### config.mk
export PLATFORM = sky130hd
export DESIGN_NAME = r5_gather
export DESIGN_NICKNAME = d
export VERILOG_FILES = /design/src/rtl/r5_pkg.sv /design/src/rtl/r5_bank.sv /design/src/rtl/r5_gather.sv
export SDC_FILE = /design/constraint.sdc
export NUM_CORES = 2
export LEC_CHECK = 0
export CAP_MARGIN = 20
export CORE_MARGIN = 2
export CORE_UTILIZATION = 69
export CTS_CLUSTER_SIZE = 10
export DETAILED_ROUTE_END_ITERATION = 7
export DONT_BUFFER_PORTS = 1
export PLACE_DENSITY_LB_ADDON = 0.25
export SYNTH_ARGS = -nofsm -noshare
export SYNTH_HDL_FRONTEND = slang
export SYNTH_SLANG_ARGS = --single-unit
### constraint.sdc
create_clock -name clk -period 8.6 [get_ports clk]
set_input_delay 2.15 -clock clk [delete_from_list [all_inputs] [get_ports clk]]
set_output_delay 2.15 -clock clk [all_outputs]
set_load 0.01 [all_outputs]
### src/rtl/r5_pkg.sv
// Shared constants, read-FSM state encoding and the stride-5 lane address helper
// for the radix-5 gather block.
package r5_pkg;

   localparam int R5_DW    = 32;
   localparam int R5_FRAME = 25;
   localparam int R5_RADIX = 5;

   typedef enum logic {
      R_IDLE  = 1'b0,
      R_DRAIN = 1'b1
   } r5_rstate_e;

   // Lane k of tuple idx lives at entry idx + 5k of a 25-entry bank.
   function automatic logic [4:0] lane_addr(input logic [2:0] idx, input int k);
      return 5'(idx) + 5'(R5_RADIX * k);
   endfunction

endpackage

### src/rtl/r5_bank.sv
// 25-entry complex register file: one sample write port and one 5-lane
// stride-5 read port. Storage is not reset.
module r5_bank
   import r5_pkg::*;
#(
   parameter int DW = R5_DW
) (
   input  logic                             clk,
   input  logic                             we,
   input  logic [4:0]                       wr_addr,
   input  logic [DW-1:0]                    wr_re,
   input  logic [DW-1:0]                    wr_img,
   input  logic [2:0]                       rd_idx,
   output logic [R5_RADIX-1:0][DW-1:0]      rd_re,
   output logic [R5_RADIX-1:0][DW-1:0]      rd_img
);

   logic [DW-1:0] mem_re  [R5_FRAME];
   logic [DW-1:0] mem_img [R5_FRAME];

   always_ff @(posedge clk) begin
      if (we) begin
         mem_re[wr_addr]  <= wr_re;
         mem_img[wr_addr] <= wr_img;
      end
   end

   always_comb begin
      rd_re  = '0;
      rd_img = '0;
      for (int k = 0; k < R5_RADIX; k++) begin
         rd_re[k]  = mem_re[lane_addr(rd_idx, k)];
         rd_img[k] = mem_img[lane_addr(rd_idx, k)];
      end
   end

endmodule

### src/rtl/r5_gather.sv
// Radix-5 gather: collects 25 serial complex samples and emits five stride-5 tuples.
// Define R5_GATHER_PINGPONG_EN for two banks (fill and drain overlap); default is one bank.
//
// state   | meaning
// R_IDLE  | no complete frame in the read bank, out_valid low
// R_DRAIN | presenting tuple rd_idx of the read bank
module r5_gather
   import r5_pkg::*;
#(
   parameter int DW = R5_DW
) (
   input  logic          clk,
   input  logic          rst,
   input  logic          in_valid,
   output logic          in_ready,
   input  logic [DW-1:0] in_re,
   input  logic [DW-1:0] in_img,
   output logic          out_valid,
   input  logic          out_ready,
   output logic          out_last,
   output logic [DW-1:0] out_re0,
   output logic [DW-1:0] out_re1,
   output logic [DW-1:0] out_re2,
   output logic [DW-1:0] out_re3,
   output logic [DW-1:0] out_re4,
   output logic [DW-1:0] out_img0,
   output logic [DW-1:0] out_img1,
   output logic [DW-1:0] out_img2,
   output logic [DW-1:0] out_img3,
   output logic [DW-1:0] out_img4
);

`ifdef R5_GATHER_PINGPONG_EN
   localparam int NB = 2;
`else
   localparam int NB = 1;
`endif

   logic [4:0]                   wr_cnt;
   logic [2:0]                   rd_idx;
   logic                         wr_bank;
   logic                         rd_bank;
   logic [NB-1:0]                full;
   logic [NB-1:0]                full_nxt;
   r5_rstate_e                   state;
   r5_rstate_e                   state_nxt;
   logic                         accept;
   logic                         wr_wrap;
   logic                         rd_fire;
   logic                         rd_done;
   logic [R5_RADIX-1:0][DW-1:0]  bank_re  [NB];
   logic [R5_RADIX-1:0][DW-1:0]  bank_img [NB];
   logic [R5_RADIX-1:0][DW-1:0]  lane_re;
   logic [R5_RADIX-1:0][DW-1:0]  lane_img;

   for (genvar b = 0; b < NB; b++) begin : g_bank
      r5_bank #(.DW(DW)) u_bank (
         .clk     (clk),
         .we      (accept && (wr_bank == 1'(b))),
         .wr_addr (wr_cnt),
         .wr_re   (in_re),
         .wr_img  (in_img),
         .rd_idx  (rd_idx),
         .rd_re   (bank_re[b]),
         .rd_img  (bank_img[b])
      );
   end

   // in_ready comes only from registered FULL, so a clear and a write never share a cycle.
   assign in_ready  = !full[wr_bank];
   assign accept    = in_valid && in_ready;
   assign wr_wrap   = accept && (wr_cnt == 5'(R5_FRAME - 1));
   assign out_valid = (state == R_DRAIN);
   assign out_last  = out_valid && (rd_idx == 3'(R5_RADIX - 1));
   assign rd_fire   = out_valid && out_ready;
   assign rd_done   = rd_fire && (rd_idx == 3'(R5_RADIX - 1));

   always_comb begin
      full_nxt = full;
      if (rd_done) full_nxt[rd_bank] = 1'b0;
      if (wr_wrap) full_nxt[wr_bank] = 1'b1;
   end

   always_comb begin
      state_nxt = state;
      case (state)
         R_IDLE:  if (full[rd_bank]) state_nxt = R_DRAIN;
         R_DRAIN: if (rd_done)       state_nxt = R_IDLE;
         default:                    state_nxt = R_IDLE;
      endcase
   end

   always_ff @(posedge clk) begin
      if (rst) begin
         wr_cnt  <= '0;
         rd_idx  <= '0;
         wr_bank <= 1'b0;
         rd_bank <= 1'b0;
         full    <= '0;
         state   <= R_IDLE;
      end else begin
         state <= state_nxt;
         full  <= full_nxt;
         if (accept) wr_cnt <= wr_wrap ? 5'd0 : wr_cnt + 5'd1;
         if (rd_fire) rd_idx <= rd_done ? 3'd0 : rd_idx + 3'd1;
`ifdef R5_GATHER_PINGPONG_EN
         if (wr_wrap) wr_bank <= ~wr_bank;
         if (rd_done) rd_bank <= ~rd_bank;
`endif
      end
   end

   always_comb begin
      lane_re  = '0;
      lane_img = '0;
      if (out_valid) begin
         lane_re  = bank_re[rd_bank];
         lane_img = bank_img[rd_bank];
      end
   end

   assign out_re0  = lane_re[0];
   assign out_re1  = lane_re[1];
   assign out_re2  = lane_re[2];
   assign out_re3  = lane_re[3];
   assign out_re4  = lane_re[4];
   assign out_img0 = lane_img[0];
   assign out_img1 = lane_img[1];
   assign out_img2 = lane_img[2];
   assign out_img3 = lane_img[3];
   assign out_img4 = lane_img[4];

endmodule

==> out/qor.csv <==
metric,value,unit
total gr overflow,0,
"Setup Fix Bufs, Post-CTS",0,
VDD IR max,0.215,mV
final setup vio count,0,
first-pass GRT wire length,353,mm
Worst Skew,22.0,ps
"Top cell by count, worst path",buf_4,
Synth Warn #,0,
status,completed,
combinational power share,0.8,%
max cap viols,0,
TritonCTS Buffers,181,
Power Dens Cells,173,nW/µm²
CTS tree,built,
Tot Pwr,15.6,mW
post-CTS resize count,0,
RSZ-0062 raised after global routing,no,
Final GP Congestion,0.856,
initial antenna violation count,1,
"Max stage delay cell, worst path",nor2_4,
post-DP HPWL,139,mm
final slew viol count,0,
"FFs w/ async S/R, synth",0,%
max incr delay on CP,820,ps
CTS Sinks,1613,
"FF+latch count, synth",1613,
CTS Root Cell,clkbuf_16,
"EDFF count, synth",1600,
final cycle utilization of the critical path,90.5,%
number of diodes,0,
Metal-1 WL,78.6,mm
slew margin rel.,15.7,%
I/O pins,391,
Clock Power Share,43.4,%
Core Region,120000,µm²
CP required,6450,ps
flop2flop setup slack,5030,ps
router iterations before antenna repair,8,
final cell utilization of the core,75.1,%
critical path arrival,5630,ps
switch share,19.5,%
uppermost layer routed,met4,
vias,50863,
Max Buffers Root-to-Sink,3,
cells after synthesis,4518,
Worst Tran Pin Value,1250,ps
chip height,353,µm
area of the mapped netlist,83900,µm²
worst setup path class,reg -> out,
cts hold-fix bufs,0,
routed wire length,245,mm
port bufs,0,
Leak Pwr,25.7,nW
sw power,3.05,mW
Avg Vias per Cell,8.39,
Seq pwr share,55.8,%
Final Hold Fails,0,
die area,124000,µm²
fraction of layout cells with a size suffix above 1,34.8,%
Setup TNS Final,0,ps
Final min period,7780,ps
P&R area growth vs syn,7.68,%
crit path max fanout,39,
Routed Antenna Nets,0,
Die W,353,µm
initial drt markers,8809,
library cells used by synthesis,42,
Mapped Avg Cell Area,18.6,µm²
met3 WL,37.9,mm
largest net degree at the start of global routing,152,
crit-path cells,"inv_1, ha_4, ha_2, buf_4, nor2_4, buf_4, a222oi_1, a21o_1, nand3_1",
detailed-route DRC error count,0,
CP Launch Type,flop,
"Clk pin slew, worst setup/hold paths",60,ps
Clock Latency Late Sink,800,ps
worst hold margin,534,ps
worst hold path class,reg -> reg,
WL met2,114,mm
# H-tree levels,4,
overall global routing resource usage,39.6,%
FP Rows,127,
Synth Net Count,4598,
Synth Flop Type,edfxtp_1,
vias in the first global route,51071,
Setup crit end kind,output port,
Power Internal,12.6,mW
"Seq/Total Area, Yosys",57.6,%
Routed WL per cell,40.5,µm
Final #Nets,4483,
FMAX,129,MHz
Initial Util,69.8,%
per-layer routing:
| layer | vias up | track usage [%] |
|---|---|---|
| met5 | - | 0 |
| met4 | 0 | 19.9 |
| met3 | 830 | 13.1 |
| met2 | 4716 | 60.2 |
| met1 | 26062 | 52.2 |
| li1 | 19255 | - |
path summary, 6_finish.rpt:
kind | start | endpoint | cells past startpoint
max reg2reg | wr_cnt[1] | g_bank[0].u_bank.mem_re[23][11] | 4
min reg2reg | wr_cnt[0] | wr_cnt[0] | 2
max | rd_idx[0] | out_img3[18] | 9
min | wr_cnt[0] | wr_cnt[0] | 2
registers in the layout, indices dropped and copies added (netlist names), named ones only:
signal,count
g_bank.u_bank.mem_img,800
g_bank.u_bank.mem_re,800
wr_cnt,5
rd_idx,3
full,1
out_valid,1
power by group through the flow:
stage	registers, mW	clock network (mW)	logic, mW
floorplan	8.88	0	0.0734
global placement	8.88	0	0.117
detailed placement	8.89	0	0.119
CTS	8.73	6.82	0.120
global route	8.73	7.10	0.125
finish	8.73	6.80	0.122
area by class of cell:
cell class                      instances  area [µm²]
Clock buffer                          215        4740
Clock inverter                         13         159
Fill cell                            6573       29900
Inverter                                8        35.0
Multi-Input combinational cell       2489       33900
Sequential cell                      1613       48300
Tap cell                             1612        2020
Timing Repair Buffer                  110        1150
per-stage QoR:
step,cell area [µm²],setup slack [ps],instances
after global routing,90400,599,6060
after global placement,85200,1900,5822
after CTS,90200,875,6053
after detailed placement,85300,1710,5825
final,90400,818,6060
after floorplan,83900,2790,4518
worst max-delay path, delay by kind of cell (launching register included):
| kind | cells | cell delay (ps) |
|---|---|---|
| adder cells (fa/ha/maj) | 2 | 820 |
| AND/OR/NAND/NOR | 2 | 1050 |
| AO/OA/AOI/OAI | 2 | 410 |
| flip-flops | 1 | 780 |
| buffers and inverters | 3 | 1740 |
layout by cell type, fill, tap and decap left out, drive strengths merged, types with 13 or more instances in the layout:
| cell type | instances |
|---|---|
| a222oi | 55 |
| nor3 | 17 |
| mux2 | 229 |
| inv | 15 |
| nor2b | 68 |
| a21o | 55 |
| mux2i | 356 |
| o21ai | 68 |
| mux4 | 960 |
| nor2 | 32 |
| nand2 | 151 |
| a22oi | 119 |
| buf | 109 |
| nand3 | 60 |
| edfxtp | 1600 |
| o22ai | 146 |
| a21boi | 65 |
| a21oi | 64 |
| clkbuf | 216 |
| dfxtp | 13 |
logic make-up after synthesis:
| family | after synthesis | synth area share (%) |
|---|---|---|
| DFF | 1613 | 57.6 |
| and+or+nand+nor | 347 | 1.98 |
| AOI/OAI and AO/OA | 582 | 4.76 |
| muxes | 1545 | 33.1 |
| adders and majority gates | 12 | 0.179 |
| buffers and inverters | 416 | 2.39 |
| xor gates and xnor gates | 3 | 0.0313 |
cells in the mapped netlist, drive strengths merged, types with 2 or more instances:
cell	count	area share, %
edfxtp	1600	57
mux4	960	26
mux2i	356	4.2
buf	250	1.6
mux2	229	3.1
clkbuf	158	0.71
nand2	151	0.68
o22ai	146	1.1
a22oi	119	1.1
nor2b	68	0.51
o21ai	68	0.41
a21boi	65	0.58
a21oi	64	0.38
nand3	60	0.36
a21o	55	0.49
a222oi	55	0.66
nor2	32	0.15
nor3	17	0.14
dfxtp	13	0.31
ha	12	0.18
o211ai	9	0.081
inv	8	0.036
nand3b	5	0.045
and2	4	0.030
nand2b	4	0.030
and3	2	0.015
xor2	2	0.021
(Power assumes the default switching activity.)
